$ cat config.mk
export PLATFORM = sky130hd
export DESIGN_NAME = bcd_updown_counter
export DESIGN_NICKNAME = d
export VERILOG_FILES = /design/src/rtl/bcd_updown_counter.sv
export SDC_FILE = /design/constraint.sdc
export NUM_CORES = 1
export LEC_CHECK = 0
export CAP_MARGIN = 20
export CORE_UTILIZATION = 47
export CTS_BUF_LIST = sky130_fd_sc_hd__clkbuf_16
export DETAILED_ROUTE_END_ITERATION = 10
export MAX_ROUTING_LAYER = met4
export PLACE_DENSITY = 0.88
export SLEW_MARGIN = 15
export SYNTH_ARGS = -nofsm -noshare
export SYNTH_HDL_FRONTEND = slang
export SYNTH_SLANG_ARGS = --single-unit
export TNS_END_PERCENT = 20
$ cat constraint.sdc
create_clock -name ck -period 2.96 [get_ports ck]
set_input_delay 0.888 -clock ck [delete_from_list [all_inputs] [get_ports ck]]
set_output_delay 0.888 -clock ck [all_outputs]
set_load 0.02 [all_outputs]
$ cat src/rtl/bcd_updown_counter.sv
// Multi-digit BCD up/down counter with synchronous load and a runtime wrap value.
// The wrap value is clamped digit-wise to 9 so every compare is a plain unsigned compare.
module bcd_updown_counter #(
  parameter int DIGITS = 3
) (
  input  logic                ck,
  input  logic                rs_n,
  input  logic                en,
  input  logic                up,
  input  logic                ld,
  input  logic [4*DIGITS-1:0] ld_val,
  input  logic [4*DIGITS-1:0] max_val,
  output logic [4*DIGITS-1:0] q,
  output logic                wrap,
  output logic                ld_err
);

  localparam int W = 4 * DIGITS;

  function automatic logic [W-1:0] bcd_clamp(input logic [W-1:0] v);
    logic [W-1:0] r;
    r = v;
    for (int i = 0; i < DIGITS; i++) begin
      if (v[4*i +: 4] > 4'd9) begin
        r[4*i +: 4] = 4'd9;
      end else begin
        r[4*i +: 4] = v[4*i +: 4];
      end
    end
    return r;
  endfunction

  function automatic logic bcd_valid(input logic [W-1:0] v);
    logic ok;
    ok = 1'b1;
    for (int i = 0; i < DIGITS; i++) begin
      if (v[4*i +: 4] > 4'd9) begin
        ok = 1'b0;
      end else begin
        ok = ok;
      end
    end
    return ok;
  endfunction

  // Increment ripples a carry only through trailing 9 digits.
  function automatic logic [W-1:0] bcd_inc(input logic [W-1:0] v);
    logic [W-1:0] r;
    logic         c;
    r = v;
    c = 1'b1;
    for (int i = 0; i < DIGITS; i++) begin
      if (c && v[4*i +: 4] == 4'd9) begin
        r[4*i +: 4] = 4'd0;
      end else if (c) begin
        r[4*i +: 4] = v[4*i +: 4] + 4'd1;
        c = 1'b0;
      end else begin
        r[4*i +: 4] = v[4*i +: 4];
      end
    end
    return r;
  endfunction

  function automatic logic [W-1:0] bcd_dec(input logic [W-1:0] v);
    logic [W-1:0] r;
    logic         b;
    r = v;
    b = 1'b1;
    for (int i = 0; i < DIGITS; i++) begin
      if (b && v[4*i +: 4] == 4'd0) begin
        r[4*i +: 4] = 4'd9;
      end else if (b) begin
        r[4*i +: 4] = v[4*i +: 4] - 4'd1;
        b = 1'b0;
      end else begin
        r[4*i +: 4] = v[4*i +: 4];
      end
    end
    return r;
  endfunction

  logic [W-1:0] m_s;
  logic         ld_ok_s;
  logic [W-1:0] q_nxt_s;
  logic         wrap_nxt_s;
  logic         lderr_nxt_s;
  logic [W-1:0] q_r;
  logic         wrap_r;
  logic         lderr_r;

  // Effective wrap value and load acceptance.
  always_comb begin
    m_s     = bcd_clamp(max_val);
    ld_ok_s = bcd_valid(ld_val) && (ld_val <= m_s);
  end

  // Next-state selection: load beats count, count beats hold.
  always_comb begin
    q_nxt_s     = q_r;
    wrap_nxt_s  = 1'b0;
    lderr_nxt_s = 1'b0;
    if (ld) begin
      if (ld_ok_s) begin
        q_nxt_s = ld_val;
      end else begin
        lderr_nxt_s = 1'b1;
      end
    end else if (en) begin
      if (up) begin
        if (q_r >= m_s) begin
          q_nxt_s    = {W{1'b0}};
          wrap_nxt_s = 1'b1;
        end else begin
          q_nxt_s = bcd_inc(q_r);
        end
      end else begin
        if (q_r == {W{1'b0}}) begin
          q_nxt_s    = m_s;
          wrap_nxt_s = 1'b1;
        end else if (q_r > m_s) begin
          q_nxt_s = m_s;
        end else begin
          q_nxt_s = bcd_dec(q_r);
        end
      end
    end else begin
      q_nxt_s = q_r;
    end
  end

  // State and pulse registers with synchronous active-low reset.
  always_ff @(posedge ck) begin
    if (!rs_n) begin
      q_r     <= {W{1'b0}};
      wrap_r  <= 1'b0;
      lderr_r <= 1'b0;
    end else begin
      q_r     <= q_nxt_s;
      wrap_r  <= wrap_nxt_s;
      lderr_r <= lderr_nxt_s;
    end
  end

  assign q      = q_r;
  assign wrap   = wrap_r;
  assign ld_err = lderr_r;

endmodule
==> results.md <==
- The highest cell delay on the worst timing path is 0.33 ns.
- Of the total power, the share spent switching nets is 0.431.
- Power spread over the standard cell area amounts to 402 nW/um2.
- The number of primary I/O pins is 43.
- The number of sinks driven by the clock tree is 14.
- The average cell area after synthesis is 8.09 um2.
- The number of CTS-inserted buffers is 3.
- The instance count of the mapped netlist is 254.
- For met3 alone, demand over resource in global routing was 0.232.
- The switching power total is 644 uW.
- Counting every net in the synthesized netlist gives 316.
- The classification of the worst setup path is in -> reg.
- The overall overflow remaining after global route is 0.
- The checks that failed: setup timing.
- The worst setup path is launched from an input port.
- The first global-routing pass estimated 16600 um of wire.
- The transition time of the tightest slew-check pin is 0.906 ns.
- Sorting the synthesized cells by area gives the leading types as sky130_fd_sc_hd__ha_1, sky130_fd_sc_hd__dfxtp_1, sky130_fd_sc_hd__a21oi_1, sky130_fd_sc_hd__nand2_1, sky130_fd_sc_hd__o21ai_0.
- Internal power comes to 849 uW.
- The top-area cell type share of the netlist area is 0.201.
- The completed layout was analyzed and its total power is 1.49 mW.
- The endpoint type of the worst setup path is a flip-flop.
- Of all nets on the critical path, the largest fanout is 4.
- The flow ran to the end, but the final reports show violations.
- Once detailed placement completed, the half-perimeter wirelength came to 5690 um.
- The placed instances occupy a cell area of 2910 um2.
- Of all flip-flops after synthesis, the portion carrying an async set or reset was 0.
- Clock tree synthesis selected as its root buffer the cell sky130_fd_sc_hd__clkbuf_16.
- The number of enable-type register cells in the synthesized netlist is 0.
- The iteration-0 DRC count of the detailed router is 914.
- The library cell contributing the largest single delay on the critical path is sky130_fd_sc_hd__ha_4.
- Leaving out fill and tap cells, the most frequent cell in the layout is sky130_fd_sc_hd__buf_4.
- Summed over all cells, the static leakage comes to 1.56 nW.
- The sequential element share of the synthesized area is 0.136.
- The signal on the critical path passes through clkbuf_2 -> inv_2 -> nand2_4 -> ha_4 -> nand4_1 -> nor4_4 -> nor4_4 -> a2bb2oi_4 -> buf_4 -> buf_6 -> buf_4 -> nand2_2 -> o2bb2a_4 -> a311oi_1.
- The layout cell share with drive strength beyond 1 is 0.444.
- The max-slew violation count is 0.
- The overall routed net length is 13500 um.
- Entering global routing, the biggest net connects 11 pins.
- The setup violation total in the final timing report is 12.
- In this run the remaining antenna-violating nets after routing total 0.
- The post-route minimum period is 3.32 ns.
- Based on the critical path, the design can be clocked at up to 302 MHz.
- The number of global-route vias before repair was 3029.
- The via count is 3377.
- For this run, global-route usage on met1 was measured as 0.564.
- The global routing's busiest layer is met2.
- Setup total negative slack on the finished layout was measured at -3.14 ns.
- The number of detailed-route iterations in the first pass is 10.
- The critical path data required time is 3.11 ns.
- The total number of yosys warnings is 0.
- The total of buffers placed on input and output ports is 42.
- Across the run, the number of max-cap violations was 0.
- The count of final hold-check violations is 0.
- The number of rows created at floorplan is 23.
- Measured along the y axis, the die boundary spans 68.1 um.
- The share of total power dissipated in the clock network is 0.182.
- The DRC violations left is 0.
- In the routed layout, each cell is associated on average with a via count of 7.89.
- The sequential share of power is 0.159.
- Before CTS, the worst setup slack after placement is -0.820 ns.
- The global-route usage over all layers is 0.521.
- For the worst-skew pair, the clock arrives at the later sink with an insertion delay of 0.26 ns.
- The met2 track demand over resource is 0.755.
- In the layout the commonest cells are sky130_fd_sc_hd__buf_4, sky130_fd_sc_hd__clkdlybuf4s50_1, sky130_fd_sc_hd__ha_1.
- Dividing the final minimum period by the clock period gives 1.12.
- The clock passes through at most 2 buffers.
- For this design, the CTS-stage hold fixing added 0 buffers.
- The floorplan die area is 4640 um2.
- CTS built an H-tree with a depth of 1.
- The count of placed standard cells in the final layout, fillers left out is 428.
- Setup repair after global routing could not meet its margin everywhere.
- The number of distinct library cell variants in the gate-level netlist after synthesis is 64.
- The worst-case setup margin in the final layout is -0.356 ns.
- The peak supply drop is 0.366 mV.
- Once placement completed, the tool counted placed cells totaling 397.
- The headroom to the max-slew limit is 0.392.
- Summing all non-filler instances in the final layout gives an area of 3710 um2.
- The total number of nets in the final design is 442.
- The post-detailed-route wirelength per cell is 31.4 um.
- The post-synthesis sequential element count is 14.
- The weighted congestion at the end of routability-driven global placement is 0.911.
- The antenna diode count is 0.
- The clock slew at the register clock pins of the worst setup and hold paths is 0.05 ns.
- Of all cell types, the one taking the most synthesized area is sky130_fd_sc_hd__ha_1.
- The clock tree from TritonCTS is done.
- The initial antenna violation count came to 0.
- The combinational cell fraction of total power is 0.659.
- The cell area after technology mapping is 2050 um2.
- For this run, the leading register cell type out of synthesis is sky130_fd_sc_hd__dfxtp_1.
- The worst hold path class is reg -> reg.
- The standard cell core area is 4090 um2.
- The die boundary width is 68.1 um.
- From synthesis to final layout, the design area changed by 80.6%.
- On the final layout, the worst clock skew is 0.00684 ns.
- The worst endpoint data arrival time is 3.46 ns.
- The starting density of the core is 0.503.
==> power by group through the flow <==
stage | logic (mW) | clock network [mW] | registers (mW)
6_report | 0.984 | 0.272 | 0.238
5_1_grt | 1.01 | 0.278 | 0.237
4_1_cts | 0.725 | 0.259 | 0.231
3_5_place_dp | 0.581 | 0 | 0.231
3_3_place_gp | 0.561 | 0 | 0.230
2_1_floorplan | 0.322 | 0 | 0.255
==> kinds of logic (layout without fill, tap and decap cells) <==
group | after synthesis | in the layout | synth area share
muxes | 5 | 5 | 0.0244
adders and majority gates | 33 | 33 | 0.201
AOI/OAI and AO/OA | 82 | 83 | 0.301
xor gates and xnor gates | 6 | 6 | 0.0256
buffers and inverters | 21 | 144 | 0.0542
and+or+nand+nor | 93 | 93 | 0.258
DFF | 14 | 14 | 0.136
==> path summary, 6_finish.rpt <==
kind	from	cells after the start	end	slack [ns]
min reg2reg	q[9]	2	q[9]	0.71
max	max_val[7]	14	q[5]	-0.36
min	q[9]	2	q[9]	0.71
max reg2reg	q[0]	12	q[5]	-0.06
==> Yosys cell counts, types with 2 or more instances <==
cell type,number
sky130_fd_sc_hd__and2_4,2
sky130_fd_sc_hd__nand2_1,20
sky130_fd_sc_hd__a21oi_1,23
sky130_fd_sc_hd__nand3_1,10
sky130_fd_sc_hd__nand2b_1,5
sky130_fd_sc_hd__nor3_2,2
sky130_fd_sc_hd__a21o_1,2
sky130_fd_sc_hd__mux2i_1,5
sky130_fd_sc_hd__a221o_1,2
sky130_fd_sc_hd__a31oi_1,3
sky130_fd_sc_hd__xor2_1,2
sky130_fd_sc_hd__and3_1,2
sky130_fd_sc_hd__inv_1,15
sky130_fd_sc_hd__a22oi_1,3
sky130_fd_sc_hd__xnor2_1,4
sky130_fd_sc_hd__nor2b_1,4
sky130_fd_sc_hd__o211a_1,2
sky130_fd_sc_hd__buf_6,2
sky130_fd_sc_hd__nor3_1,10
sky130_fd_sc_hd__nand3b_1,3
sky130_fd_sc_hd__nand2_2,2
sky130_fd_sc_hd__ha_1,33
sky130_fd_sc_hd__nand4_1,10
sky130_fd_sc_hd__a311oi_1,6
sky130_fd_sc_hd__o211ai_1,4
sky130_fd_sc_hd__o21ai_0,14
sky130_fd_sc_hd__dfxtp_1,14
sky130_fd_sc_hd__nor2_1,11
sky130_fd_sc_hd__a211o_1,2
sky130_fd_sc_hd__buf_2,2
sky130_fd_sc_hd__a32o_1,2
==> layer usage <==
layer | vias to the layer above | share of wire
met5 | - | 0
met4 | 0 | 0.12
met3 | 197 | 0.16
met2 | 453 | 0.40
met1 | 1488 | 0.32
li1 | 1239 | -
==> worst max-delay path: cells and delay by family <==
kind,cells,cell delay (ns)
and+or+nand+nor,5,0.82
AOI/OAI and AO/OA,3,0.73
buffers and inverters,5,0.67
adders and majority gates,1,0.33
==> registers in the layout, summed over array words and instances, names as in the netlist <==
signal,count
q,12
ld_err,1
wrap,1
==> area by class of cell <==
type | count | area [um2]
flip-flops and latches | 14 | 280
inverters | 15 | 61.3
repair buffers | 126 | 1130
multi-input cells | 220 | 2100
fillers | 161 | 377
clock buffers | 3 | 75.1
well taps | 50 | 62.6
==> what timing repair did <==
item	CTS	global route
setup buffers	19	8
cloned	1	0
setup endpoints to repair	13	13
pin swaps	37	30
resized for setup	96	41
==> stage by stage <==
| stage | utilization | hold slack, ns |
|---|---|---|
| floorplan | - | 0.648 |
| finish | 0.908 | 0.710 |
| global route | 0.908 | 0.738 |
| global placement | 0.712 | 0.605 |
| detailed placement | 0.712 | 0.624 |
| CTS | 0.843 | 0.635 |
Note: power is estimated with default switching activity, not from simulation.
